$ cat src/rtl/ps2_scancode_fifo.sv
// ps2_scancode_fifo: assembles PS/2 Set-2 bytes into key events and buffers them for the CPU
module ps2_scancode_fifo #(
   parameter int DEPTH = 16,
   parameter int TIMEOUT = 1000000,
   localparam int ADDR_W = $clog2(DEPTH)
) (
   input  logic              clk,
   input  logic              reset,
   input  logic              rx_done_tick,
   input  logic [7:0]        rx_data,
   input  logic              rd_en,
   output logic [9:0]        rd_data,
   output logic              empty,
   output logic              full,
   output logic [ADDR_W:0]   count,
   output logic              overflow,
   input  logic              clr_overflow,
   output logic              irq
);
   localparam int TW = $clog2(TIMEOUT) + 1;
   typedef enum logic [2:0] {IDLE, EXT, BRK, EXT_BRK, PAUSE} state_t;
   state_t state, nxt;
   logic [2:0] skip, skip_nxt;
   logic [TW-1:0] idle_cnt;
   logic [9:0] mem [DEPTH];
   logic [ADDR_W-1:0] wr_ptr, rd_ptr;
   logic push, pop, wr, drop, filt, ext_s, brk_s;
   logic [9:0] ev;
   assign ext_s = (state == EXT) || (state == EXT_BRK);
   assign brk_s = (state == BRK) || (state == EXT_BRK);
   assign filt = (rx_data == 8'h00) || (rx_data == 8'hAA) || (rx_data == 8'hEE) ||
                 (rx_data == 8'hFA) || (rx_data == 8'hFE) || (rx_data == 8'hFF);
   // decode the incoming byte against the prefix state; push lands on the same edge as the byte
   always_comb begin
      push = 1'b0;
      ev = 10'h000;
      nxt = state;
      skip_nxt = skip;
      if (rx_done_tick) begin
         if (state == PAUSE) begin
            skip_nxt = skip - 3'd1;
            if (skip == 3'd1) begin
               push = 1'b1;
               ev = 10'h177;
               nxt = IDLE;
            end
         end else if (rx_data == 8'hE0) begin
            nxt = EXT;
         end else if (rx_data == 8'hF0) begin
            nxt = ext_s ? EXT_BRK : BRK;
         end else if (rx_data == 8'hE1) begin
            nxt = PAUSE;
            skip_nxt = 3'd7;
         end else if (filt) begin
            nxt = IDLE;
         end else begin
            push = 1'b1;
            ev = {brk_s, ext_s, rx_data};
            nxt = IDLE;
         end
      end else if (state != IDLE && idle_cnt == TW'(TIMEOUT - 1)) begin
         nxt = IDLE;
      end
   end
   // decoder state, pause skip counter and prefix timeout counter
   always_ff @(posedge clk) begin
      if (reset) begin
         state <= IDLE;
         skip <= 3'd0;
         idle_cnt <= '0;
      end else begin
         state <= nxt;
         skip <= skip_nxt;
         idle_cnt <= (rx_done_tick || nxt == IDLE) ? '0 : idle_cnt + 1'b1;
      end
   end
   assign empty = (count == '0);
   assign full = (count == (ADDR_W + 1)'(DEPTH));
   assign pop = rd_en && !empty;
   assign wr = push && (!full || pop);
   assign drop = push && full && !pop;
   assign rd_data = empty ? 10'h000 : mem[rd_ptr];
   // event storage, written only when there is room (or room is being made this cycle)
   always_ff @(posedge clk) begin
      if (wr) mem[wr_ptr] <= ev;
   end
   // pointers, occupancy, sticky overflow and the per-event interrupt pulse
   always_ff @(posedge clk) begin
      if (reset) begin
         wr_ptr <= '0;
         rd_ptr <= '0;
         count <= '0;
         overflow <= 1'b0;
         irq <= 1'b0;
      end else begin
         if (wr) wr_ptr <= wr_ptr + 1'b1;
         if (pop) rd_ptr <= rd_ptr + 1'b1;
         count <= count + (ADDR_W + 1)'(wr) - (ADDR_W + 1)'(pop);
         overflow <= drop || (overflow && !clr_overflow);
         irq <= wr;
      end
   end
endmodule

$ cat config.mk
export PLATFORM = sky130hd
export DESIGN_NAME = ps2_scancode_fifo
export DESIGN_NICKNAME = d
export VERILOG_FILES = /design/src/rtl/ps2_scancode_fifo.sv
export SDC_FILE = /design/constraint.sdc
export NUM_CORES = 1
export LEC_CHECK = 0
export BUFFER_PORTS_ARGS = -buffer_cell sky130_fd_sc_hd__buf_2
export CORE_MARGIN = 2
export CORE_UTILIZATION = 55
export CTS_BUF_LIST = sky130_fd_sc_hd__clkbuf_16
export CTS_CLUSTER_DIAMETER = 120
export DETAILED_ROUTE_END_ITERATION = 7
export GPL_ROUTABILITY_DRIVEN = 1
export PLACE_DENSITY = 0.72
export SLEW_MARGIN = 20
export SYNTH_ARGS = -nofsm -noshare
export SYNTH_HDL_FRONTEND = slang
export SYNTH_SLANG_ARGS = --single-unit
$ cat constraint.sdc
create_clock -name clk -period 3.7 [get_ports clk]
set_input_delay 0.185 -clock clk [delete_from_list [all_inputs] [get_ports clk]]
set_output_delay 0.185 -clock clk [all_outputs]
set_load 0.05 [all_outputs]
# ---- Yosys cells after proc, flatten, opt, wreduce, memory -nomap -nowiden
# Memory sizes are Yosys's and may differ from the RTL's. A register that Yosys moved wholly into a read port is not among the register bits.
# Index checks and enable logic that the tools add are counted.
# W data, S select, Z words.
dict set report op_classes {
  add_sub_neg 6
  n_eq_ne 17
  n_mux 31
  n_reduce_logical 27
}
# operator count
set op_table {}
lappend op_table {{$mux W10} 7}
lappend op_table {{$eq A8 B8 Y1 const B} 8}
lappend op_table {{$mux W3} 11}
lappend op_table {{$add A21 B1 Y21 const B} 1}
lappend op_table {{$eq A21 B20 Y1 const B} 1}
lappend op_table {{$logic_or A1 B1 Y1} 10}
lappend op_table {{$mux W1} 10}
lappend op_table {{$mux W9} 1}
lappend op_table {{$add A4 B1 Y4 const B} 2}
lappend op_table {{$logic_not A8 Y1} 1}
lappend op_table {{$mux W4} 2}
lappend op_table {{$eq A3 B1 Y1 const B} 2}
lappend op_table {{$eq A3 B2 Y1 const B} 2}
lappend op_table {{$logic_and A1 B1 Y1} 6}
lappend op_table {{$add A5 B1 Y5} 1}
lappend op_table {{$eq A5 B5 Y1 const B} 1}
lappend op_table {{$logic_not A5 Y1} 1}
lappend op_table {{$sub A5 B1 Y5} 1}
lappend op_table {{$logic_not A1 Y1} 4}
lappend op_table {{$ne A2 B2 Y1 const B} 2}
lappend op_table {{$reduce_and A4 Y1} 1}
lappend op_table {{$eq A3 B3 Y1 const B} 1}
lappend op_table {{$logic_not A3 Y1} 1}
lappend op_table {{$reduce_bool A3 Y1} 1}
lappend op_table {{other kinds (3)} 3}
dict set report word_totals {
  regBits 42
  ramBits 160
  inputBits 13
  output_inout_bits 19
  wordCells 90
  n_memories 1
}
# memory words word_bits rd rd_clocked_by_memory_dff wr line
set memory_table {}
lappend memory_table {mem 16 10 1 1 1 25} ;# logic [9:0] mem [DEPTH];

# ---- Depth between registers and ports, before layout
dict set report depth {
  depth_word 15
  ltp_mapped 15
  ltp_nobuf 13
}

# ---- Worst setup path after synthesis
# OpenSTA, ideal clock, no wires.
dict set report synth_path {
  path_kind {register -> register}
  startpoint {register count[4]}
  endpoint {register count[4]}
  setup_time_ps 70
  arrival_time_ps 4508
  required_time_ps 3630
  slack_ps -879
  path_stages_with_launch 12
  path_buffers 1
  synth_period_minus_slack_ps 4579
  cell_sequence {dfxtp_1 > nor4bb_1 > nor2b_1 > clkbuf_1 > or2_2 > o21ai_0 > ha_1 > fa_1 > a21oi_1 > nor2_1 > or3_1 > a21oi_1}
}
dict set report synth_via {
  elab_cells_between_ends 9
  classes_between {add/sub: 2; eq/ne: 1; reduce/logical: 6}
}
# item line
set synth_lines {}
lappend synth_lines {{from (decl)} 15} ;# output logic [ADDR_W:0] count,
lappend synth_lines {{from (signal assigned)} 98} ;# count <= count + (ADDR_W + 1)'(wr) - (ADDR_W + 1)'(pop);
lappend synth_lines {{$eq A5 B5 Y1} 78} ;# assign full = (count == (ADDR_W + 1)'(DEPTH));
lappend synth_lines {{net full} 14} ;# output logic full,
lappend synth_lines {{$logic_not A1 Y1} 80} ;# assign wr = push && (!full || pop);
lappend synth_lines {{$logic_or A1 B1 Y1} 80}
lappend synth_lines {{$logic_and A1 B1 Y1} 80}
lappend synth_lines {{$add A5 B1 Y5} 98}
lappend synth_lines {{$sub A5 B1 Y5} 98}
# The timed path passes the listed nets, and every way through them passes these cells.
# A chain may end at the register's enable or synchronous reset.

==> results_dict.tcl <==
set metrics [dict create \
    status "completed" \
    grt_pass1_wl_mm 26.4 \
    synth_nets 551 \
    setup_viol 0 \
    fp.dieH_um 128 \
    cp-start-kind "register" \
    cp.required_ns 3.51 \
    finalSetupTns_ns 0 \
    ant_nets 0 \
    cts_tree "done" \
    antenna_found_initial 0 \
    io_pins 32 \
    clkSlewWorstSetupHoldPaths_ns 0.06 \
    synthTopCellsByArea "edfxtp_1 57%, mux4_2 13%, dfxtp_1 11%" \
    postRouteWirelength_mm 16.6 \
    ys_seq_area_frac 0.676 \
    async_flop_share 0 \
    drtPass1Iterations 4 \
    final-seq-area_mm2 0.00573 \
    tightestPinTransition_ns 1.09 \
    grt_pass1_vias 4734 \
    p_leak_uw 0.00315 \
    post_cts_resized 0 \
    hold_viol_final 0 \
    skew_ns 0.00724 \
    post-route-drc-count 0 \
    syn_inst 524 \
    clkSinkCount 206 \
    grt-ovfl-total 0 \
    layout-drive-gt1-share 0.244 \
    grt_setup_unrepaired "false" \
    setup_slack_ns 0.572 \
    synth_commonest_cells "160 x edfxtp_1, 56 x nor2_1, 50 x mux4_2" \
    ctsHtreeMaxLevel 1 \
    synth-seq-cells 206 \
    p_total_uw 6150 \
    ir_drop_mv 0.436 \
    initial_core_util 0.560 \
    hold_ws_ns 0.0579 \
    placed_area_mm2 0.00896 \
    post-route-period-util 0.845 \
    layout.nets 599 \
    place_hpwl_mm 10.9 \
    synth.most_common_cell "edfxtp_1" \
    slew_violations 0 \
    rrSetupSlack_ns 0.70 \
    synth_area_mm2 0.00847 \
    min_path_type "primary input to register" \
    multiInputGateArea_mm2 0.00265 \
    max_clock_freq_mhz 320 \
    postCtsSetupBuffers 0 \
    vias 4679 \
    syn_area_per_cell_um2 16.2 \
    die_area_mm2 0.0164 \
    cp_data_arrival_time_ns 2.94 \
    portBuffers 31 \
    num_antenna_cells 0 \
    end_kind "output pin" \
    path_class "register to output pin" \
    relSlewSlack 0.270 \
    stdcell_area_mm2 0.00962 \
    cts_buffer_depth 3 \
    synth-warning-count 0 \
    cts_hold_buf 1 \
    grt_max_degree 28 \
    rows 45 \
    p_per_area_mw_per_mm2 639 \
    area_growth_pct 13.5 \
    place_ws_ns 0.631 \
    via_per_inst 6.05 \
    cp_max_fo 27 \
    clock_latency_ns 0.48 \
    numCtsBuffers 21 \
    cts_root_buf "clkbuf_16" \
    grt_util_all_layers 0.212 \
    fin_crit_ns 3.13 \
    synth_top_cell_by_area "edfxtp_1" \
    synth_top_area_share 0.567 \
    routedWlPerCell_um 21.5 \
    drt_iter0_markers 476 \
    synth-edff-count 160 \
    fillers 1038 \
    synth_ff_type "edfxtp_1" \
    core_area_mm2 0.0151 \
    drv_cap 0 \
    place_congestion 0.858 \
    die_width_um 128 \
    synth.distinct_cells 50 \
]
report_power, final:
part | leakage (uW) | total [uW] | switching, uW | internal (uW)
combinational | 0.000977 | 1470 | 852 | 623
sequential | 0.00185 | 2690 | 123 | 2570
clock | 0.000327 | 1980 | 817 | 1160
layout by cell type, fill, tap and decap left out, drive strengths merged, types with 2 or more instances in the layout:
cell	Yosys	layout
a21oi	12	12
a22oi	2	2
a311oi	2	2
and2	10	10
and3	2	2
and4	2	2
buf	12	50
bufinv	0	2
clkbuf	14	21
clkinv	0	9
dfxtp	46	46
edfxtp	160	160
ha	13	13
inv	11	15
mux4	50	50
nand2	19	19
nand2b	4	4
nand3	9	9
nand4	9	9
nor2	57	57
nor2b	14	14
nor3	10	10
nor4	8	8
nor4b	3	3
o21ai	5	5
o31ai	2	2
or2	2	2
or3	3	3
or4	2	2
xnor2	10	10
xor2	15	15
per-layer routing:
| metal | GRT usage | vias up | share of wire |
|---|---|---|---|
| li1 | - | 2117 | - |
| met1 | 0.301 | 2379 | 0.44 |
| met2 | 0.348 | 151 | 0.49 |
| met3 | 0.0338 | 32 | 0.049 |
| met4 | 0.0562 | 0 | 0.021 |
| met5 | 0 | - | 0 |
final cells by class:
type,instances,area share
Clock inverter,16,0.0124
Inverter,11,0.00429
Tap cell,188,0.0245
Sequential cell,206,0.596
Multi-Input combinational cell,281,0.275
Timing Repair Buffer,51,0.0333
Clock buffer,21,0.0547
kinds of logic after synthesis:
group	count (synthesis)	share of synthesized area
adder cells (fa/ha/maj)	14	0.0216
flip-flops	206	0.676
AND/OR/NAND/NOR	159	0.0974
AO/OA/AOI/OAI	32	0.0261
multiplexers	51	0.134
XOR/XNOR	25	0.0258
buffers and inverters	37	0.0193
worst max-delay path, cell delays in order (launching register included):
cell	delay, ns
dfxtp_2	0.67
buf_12	0.31
mux4_2	0.58
mux4_2	0.50
nor2b_1	0.16
buf_2	0.21
sequential cells by signal, summed over array words and instances (netlist names), named ones only:
name,count
irq,1
mem,160
rd_ptr,4
wr_ptr,4
state,3
count,5
overflow,1
idle_cnt,21
skip,3
final timing paths:
| path | endpoint | cells past startpoint | start |
|---|---|---|---|
| worst max-delay path | rd_data[7] | 5 | register |
| worst min-delay path | state[1]$_SDFF_PP0_ | 3 | rx_data[4] |
| worst max register to register | count[4]$_SDFF_PP0_ | 12 | count[2]$_SDFF_PP0_ |
| worst min register to register | idle_cnt[0]$_SDFF_PP0_ | 1 | idle_cnt[0]$_SDFF_PP0_ |
through the flow:
step           instances  utilization
6_report             774        0.635
3_5_place_dp         736        0.592
2_1_floorplan        524            -
4_1_cts              774        0.635
5_1_grt              774        0.635
3_3_place_gp         736        0.592
Note: power is estimated with default switching activity, not from simulation.
